`src/rtl/lfsr_pkg.sv`:
```
// Shared types and constants for the LFSR sequence controller.
package lfsr_pkg;

  // Default LFSR width and its maximal-length period (2^8 - 1).
  localparam int LFSR_W_DEF = 8;
  localparam int PERIOD     = 255;

  // An all-zero seed locks a Fibonacci LFSR, so it is replaced by this value.
  localparam int SEED_SUB   = 1;

  // Controller states.
  //   state    | meaning
  //   ST_IDLE  | stopped, strobes low, waiting for start
  //   ST_LOAD  | single cycle: present seed and pulse lfsr_load
  //   ST_RUN   | advance LFSR once per prescaler tick
  //   ST_PAUSE | prescaler frozen, step gives single advances
  typedef enum logic [1:0] {
    ST_IDLE  = 2'd0,
    ST_LOAD  = 2'd1,
    ST_RUN   = 2'd2,
    ST_PAUSE = 2'd3
  } state_t;

endpackage

```
`src/rtl/tick_gen.sv`:
```
// Prescaler: counts 0..DIV-1 while enabled, ticks on the last count and wraps.
// Holds its count when disabled; synchronous clear restarts it from 0.
module tick_gen #(
  parameter int DIV = 4
) (
  input  logic i_clk,
  input  logic i_rst,
  input  logic i_en,
  input  logic i_clr,
  output logic o_tick
);

  localparam int            CW   = (DIV > 1) ? $clog2(DIV) : 1;
  localparam logic [CW-1:0] LAST = CW'(DIV - 1);

  logic [CW-1:0] r_cnt;

  assign o_tick = i_en && (r_cnt == LAST);

  // Count while enabled, wrap after the terminal count, freeze otherwise.
  always_ff @(posedge i_clk) begin
    if (i_rst || i_clr) begin
      r_cnt <= '0;
    end else if (i_en) begin
      r_cnt <= o_tick ? '0 : r_cnt + 1'b1;
    end
  end

endmodule

```
`src/rtl/lfsr_seq_ctrl.sv`:
```
// Run/pause/step controller for an external Fibonacci LFSR.
// Every output is a register: a command seen in cycle N shows up on the
// strobes in cycle N+1, and the external LFSR acts on it at the next edge.
module lfsr_seq_ctrl
  import lfsr_pkg::*;
#(
  parameter int TICK_DIV = 50_000_000,
  parameter int LFSR_W   = LFSR_W_DEF
) (
  input  logic              clk_50m,
  input  logic              rst,
  input  logic [LFSR_W-1:0] sw,
  input  logic              start,
  input  logic              stop,
  input  logic              step,
  input  logic [LFSR_W-1:0] lfsr_q,
  output logic              lfsr_load,
  output logic [LFSR_W-1:0] lfsr_seed,
  output logic              lfsr_en,
  output logic              running,
  output logic [LFSR_W-1:0] step_cnt,
  output logic              period_done,
  output logic              seq_err
);

  localparam logic [LFSR_W-1:0] LAST_STEP = LFSR_W'(PERIOD - 1);
  localparam logic [LFSR_W-1:0] SEED_ALT  = LFSR_W'(SEED_SUB);

  state_t            r_state;
  state_t            w_state_nxt;
  logic              w_adv;
  logic              w_load;
  logic              w_tick;
  logic              w_tick_en;
  logic              w_tick_clr;

  logic              r_load;
  logic              r_en;
  logic              r_running;
  logic [LFSR_W-1:0] r_seed;
  logic [LFSR_W-1:0] r_step_cnt;
  logic              r_wrap_pend;
  logic              r_period_done;
  logic              r_seq_err;

  // The prescaler only runs in RUN; a stop in the tick cycle also freezes it,
  // so a later resume fires that suppressed tick straight away.
  assign w_tick_en  = (r_state == ST_RUN) && !stop;
  assign w_tick_clr = (r_state == ST_LOAD);

  tick_gen #(
    .DIV (TICK_DIV)
  ) u_tick_gen (
    .i_clk  (clk_50m),
    .i_rst  (rst),
    .i_en   (w_tick_en),
    .i_clr  (w_tick_clr),
    .o_tick (w_tick)
  );

  // State register.
  always_ff @(posedge clk_50m) begin
    if (rst) begin
      r_state <= ST_IDLE;
    end else begin
      r_state <= w_state_nxt;
    end
  end

  // Next state and advance decision; stop beats start beats step everywhere.
  always_comb begin
    w_state_nxt = r_state;
    w_adv       = 1'b0;
    unique case (r_state)
      ST_IDLE: begin
        if (!stop && start) begin
          w_state_nxt = ST_LOAD;
        end
      end
      ST_LOAD: begin
        w_state_nxt = ST_RUN;
      end
      ST_RUN: begin
        if (stop) begin
          w_state_nxt = ST_PAUSE;
        end else begin
          w_adv = w_tick;
        end
      end
      ST_PAUSE: begin
        if (stop) begin
          w_state_nxt = ST_IDLE;
        end else if (start) begin
          w_state_nxt = ST_RUN;
        end else if (step) begin
          w_adv = 1'b1;
        end
      end
      default: begin
        w_state_nxt = ST_IDLE;
      end
    endcase
  end

  assign w_load = (w_state_nxt == ST_LOAD);

  // Strobes and status track the state being entered, so they line up with it.
  always_ff @(posedge clk_50m) begin
    if (rst) begin
      r_load        <= 1'b0;
      r_en          <= 1'b0;
      r_running     <= 1'b0;
      r_period_done <= 1'b0;
    end else begin
      r_load        <= w_load;
      r_en          <= w_adv;
      r_running     <= (w_state_nxt == ST_RUN);
      r_period_done <= r_wrap_pend && !w_load;
    end
  end

  // Seed capture; zero is substituted because it would lock the LFSR.
  always_ff @(posedge clk_50m) begin
    if (rst) begin
      r_seed <= '0;
    end else if (w_load) begin
      r_seed <= (sw == '0) ? SEED_ALT : sw;
    end
  end

  // Advance counter; the 255th advance wraps it and arms period_done, which
  // then lands in the cycle where lfsr_q already shows that advance.
  always_ff @(posedge clk_50m) begin
    if (rst || w_load) begin
      r_step_cnt  <= '0;
      r_wrap_pend <= 1'b0;
    end else if (w_adv) begin
      if (r_step_cnt == LAST_STEP) begin
        r_step_cnt  <= '0;
        r_wrap_pend <= 1'b1;
      end else begin
        r_step_cnt  <= r_step_cnt + 1'b1;
        r_wrap_pend <= 1'b0;
      end
    end else begin
      r_wrap_pend <= 1'b0;
    end
  end

  // Sticky period check: after a full period the LFSR must be back at its seed.
  always_ff @(posedge clk_50m) begin
    if (rst || w_load) begin
      r_seq_err <= 1'b0;
    end else if (r_period_done && (lfsr_q != r_seed)) begin
      r_seq_err <= 1'b1;
    end
  end

  assign lfsr_load   = r_load;
  assign lfsr_seed   = r_seed;
  assign lfsr_en     = r_en;
  assign running     = r_running;
  assign step_cnt    = r_step_cnt;
  assign period_done = r_period_done;
  assign seq_err     = r_seq_err;

endmodule

```
`config.mk`:
```
export PLATFORM = sky130hd
export DESIGN_NAME = lfsr_seq_ctrl
export DESIGN_NICKNAME = d
export VERILOG_FILES = /design/src/rtl/lfsr_pkg.sv /design/src/rtl/tick_gen.sv /design/src/rtl/lfsr_seq_ctrl.sv
export SDC_FILE = /design/constraint.sdc
export NUM_CORES = 1
export LEC_CHECK = 0
export CORE_MARGIN = 10
export CORE_UTILIZATION = 52
export CTS_CLUSTER_DIAMETER = 120
export CTS_CLUSTER_SIZE = 25
export DETAILED_ROUTE_END_ITERATION = 6
export PLACE_DENSITY = 0.79
export SYNTH_ARGS = -nofsm -noshare
export SYNTH_HDL_FRONTEND = slang
export SYNTH_SLANG_ARGS = --single-unit
```
`constraint.sdc`:
```
create_clock -name clk_50m -period 2.1 [get_ports clk_50m]
set_input_delay 0.315 -clock clk_50m [delete_from_list [all_inputs] [get_ports clk_50m]]
set_output_delay 0.315 -clock clk_50m [all_outputs]
set_load 0.03 [all_outputs]
```
==> metrics <==
Die ar. a little under 8000 um^2; H-tree depth 2; wirelength, routed between 6000 and 7000 um; Warnings, synthesis 0; vias in the first global route approximately 2200; initial antenna violation count 0; Hold Fails Final Rpt 0; critical path class register to register; fmax a little over 0.5 GHz; Clk pin slew, worst setup/hold paths 100 ps; synthesized area approximately 2500 um^2; worst-margin pin slew 622 ps; sequential area share after synthesis 0.408; # setup viols final 0; top-count cell post-synth dfxtp_1; layout cells sized above 1 0.129; Worst-Skew Late Latency about 310 ps; Syn Inst Count 300; post-layout minimum cycle time 1970 ps; WL per Instance between 15 and 20 um; Max VDD drop roughly 0.33 mV; post-route clock skew approximately 14 ps; ANT nets after route 0; unrepaired setup endpoints after global routing false; final instance area 3160 um^2; Post-DP HPWL 4520 um; switching share of power 0.258; DP Area slightly above 3000 um^2; global-route wire length before repair around 10000 um; CP Cell Sequence or4bb_1, nor4_4, nand2_2, buf_4, a21o_1, o22ai_1; clock share of power 0.329; Worst Hold Slack around 440 ps; core footprint approximately 4500 um^2; # Post-CTS Setup Buffers 0; share of the synthesized area in the top cell type 0.408; sequential share of power 0.560; top cell family by delay on the critical path simple AND/OR/NAND/NOR gates; diode count 0; ranking of synthesized cells by area dfxtp_1 41%, nor2_1 6.9%, xor2_1 5.7%, nand2_1 5.5%, xnor2_1 5.4%; max cap viols 0; PortBufs between 40 and 50; initial drt markers about 180; worst path bufs/invs 1; Syn Area/Cell between 8 and 9 um^2; GRT overflow 0; Initial Utilization 0.548; Internal 1.29 mW; cts bufs inserted 5; Chip Width 88.7 um; Crit path arrival time ~2200 ps; Clock Root Buffer clkbuf_8; DRC 0; top_reg_cell synth dfxtp_1; Synth Net Count between 300 and 400; Worst Hold Class register to register; Slowest-stage cell, CP or4bb_1; Worst EP required 2340 ps; max-slew violations 0; setup slack after layout around 130 ps; Ports 42; Pleak roughly 1.1 nW; asr flop ratio synth 0; Longest Clk Path Bufs 2; PD cells between 500 and 600 nW/um^2; Via-to-Cell Ratio 5.70; CP Launch Type register; RD Place Congestion 0.866; row cnt 24; synth cell count leaders 50 x dfxtp_1, 45 x nor2_1, 36 x nand2_1; slowest stage delay, CP between 500 and 600 ps; Total GRT Usage 0.162; EDFF count, synth 0; Tot Pwr ~1.7 mW; fin crit share 0.939; Layout Utilization 0.706; Crit. End Element register; post-synth cell types 50; drt first pass iters 4; worst-path maximum fanout 6; Yosys top cell by area dfxtp_1; dpl ws -137 ps; Worst R2R Setup Slack approximately 130 ps; worst rel slew slack 0.582; Die Y approximately 90 um; vias post-DR roughly 2300; Logic pwr share 0.111; outcome finished, final reports clean; Total Nets Final 380; Area Growth Syn to Fin 28.7%; CTS tree yes; net load switching power ~0.45 mW; # clock sinks 50; Yosys reg bits 50; Hold Buf Count CTS 0; largest net degree at the start of global routing 24
[area by class of cell]
cell class              count  area (um^2)
clock buffers               5         68.8
clock inverters             3         21.3
fillers                   348         1320
inverters                   9         33.8
multi-input cells         228         1390
flip-flops and latches     50         1000
well taps                  52         65.1
repair buffers             62          581
[worst paths after layout]
check                       startpoint           to  depth (start not counted)
hold / removal             r_wrap_pend  period_done                          1
setup reg to reg  u_tick_gen.r_cnt[16]  step_cnt[7]                          6
hold reg to reg            r_wrap_pend  period_done                          1
setup / recovery  u_tick_gen.r_cnt[16]  step_cnt[7]                          6
[power by group through the flow]
| stage | Clock (mW) | Combinational, mW | Sequential [mW] |
|---|---|---|---|
| after detailed placement | 0 | 0.192 | 0.995 |
| after global placement | 0 | 0.190 | 0.995 |
| after floorplan | 0 | 0.0756 | 1.01 |
| final | 0.571 | 0.193 | 0.973 |
| after global routing | 0.611 | 0.210 | 0.975 |
| after CTS | 0.574 | 0.194 | 0.973 |
[per-stage QoR]
stage / std cells / TNS, ps
2_1_floorplan: 300 / 0
3_3_place_gp: 401 / -1270
3_5_place_dp: 401 / -2490
4_1_cts: 409 / 0
5_1_grt: 409 / 0
6_report: 409 / 0
[logic make-up after synthesis]
family	share of synthesized area
AOI/OAI and AO/OA	0.111
xor gates and xnor gates	0.111
adders and majority gates	0.0153
buffers and inverters	0.0393
DFF	0.408
muxes	0.00459
and+or+nand+nor	0.312
[cell usage in the layout, fill, tap and decap left out, types with 2 or more instances in the layout]
master / synthesis / final
and3_1: 3 / 3
xnor2_1: 15 / 15
nor3_1: 8 / 8
nand4_1: 7 / 7
nor4_1: 9 / 8
ha_1: 3 / 3
nor4b_2: 1 / 2
nand3_1: 15 / 15
or3_1: 3 / 3
buf_4: 0 / 20
o21ai_0: 6 / 6
xor2_1: 16 / 16
nand2_1: 36 / 35
clkdlybuf4s50_1: 0 / 41
nor2_2: 2 / 2
o221a_1: 2 / 2
clkbuf_8: 0 / 5
inv_1: 9 / 9
o22ai_1: 3 / 3
dfxtp_1: 50 / 50
a21oi_1: 23 / 22
and2_1: 3 / 3
a31oi_1: 2 / 2
nor2_1: 45 / 45
[registers in the layout, indices dropped and copies added, names as in the netlist]
signal	cells
lfsr_seed	8
lfsr_en	1
period_done	1
step_cnt	8
r_state	2
lfsr_load	1
r_wrap_pend	1
seq_err	1
u_tick_gen.r_cnt	26
running	1
[worst reg2reg max path, delay by kind of cell, from the launching register on]
family / cells / cell delay (ps)
AO/OA/AOI/OAI: 2 / 310
buffers and inverters: 1 / 180
flip-flops: 1 / 350
AND/OR/NAND/NOR: 3 / 1060
[repair_timing]
item,CTS,global route
gates resized for setup,0,5
hold endpoints to repair,0,0
setup endpoints to repair,0,30
[routing by layer]
| layer | track usage | up-vias | wire length, um |
|---|---|---|---|
| met3 | 0.0368 | 9 | 325 |
| met2 | 0.261 | 69 | 2850 |
| met4 | 0.0514 | 0 | 84 |
| met5 | 0 | - | 0 |
| li1 | - | 1156 | - |
| met1 | 0.210 | 1096 | 2940 |
Note: power is estimated with default switching activity, not from simulation.
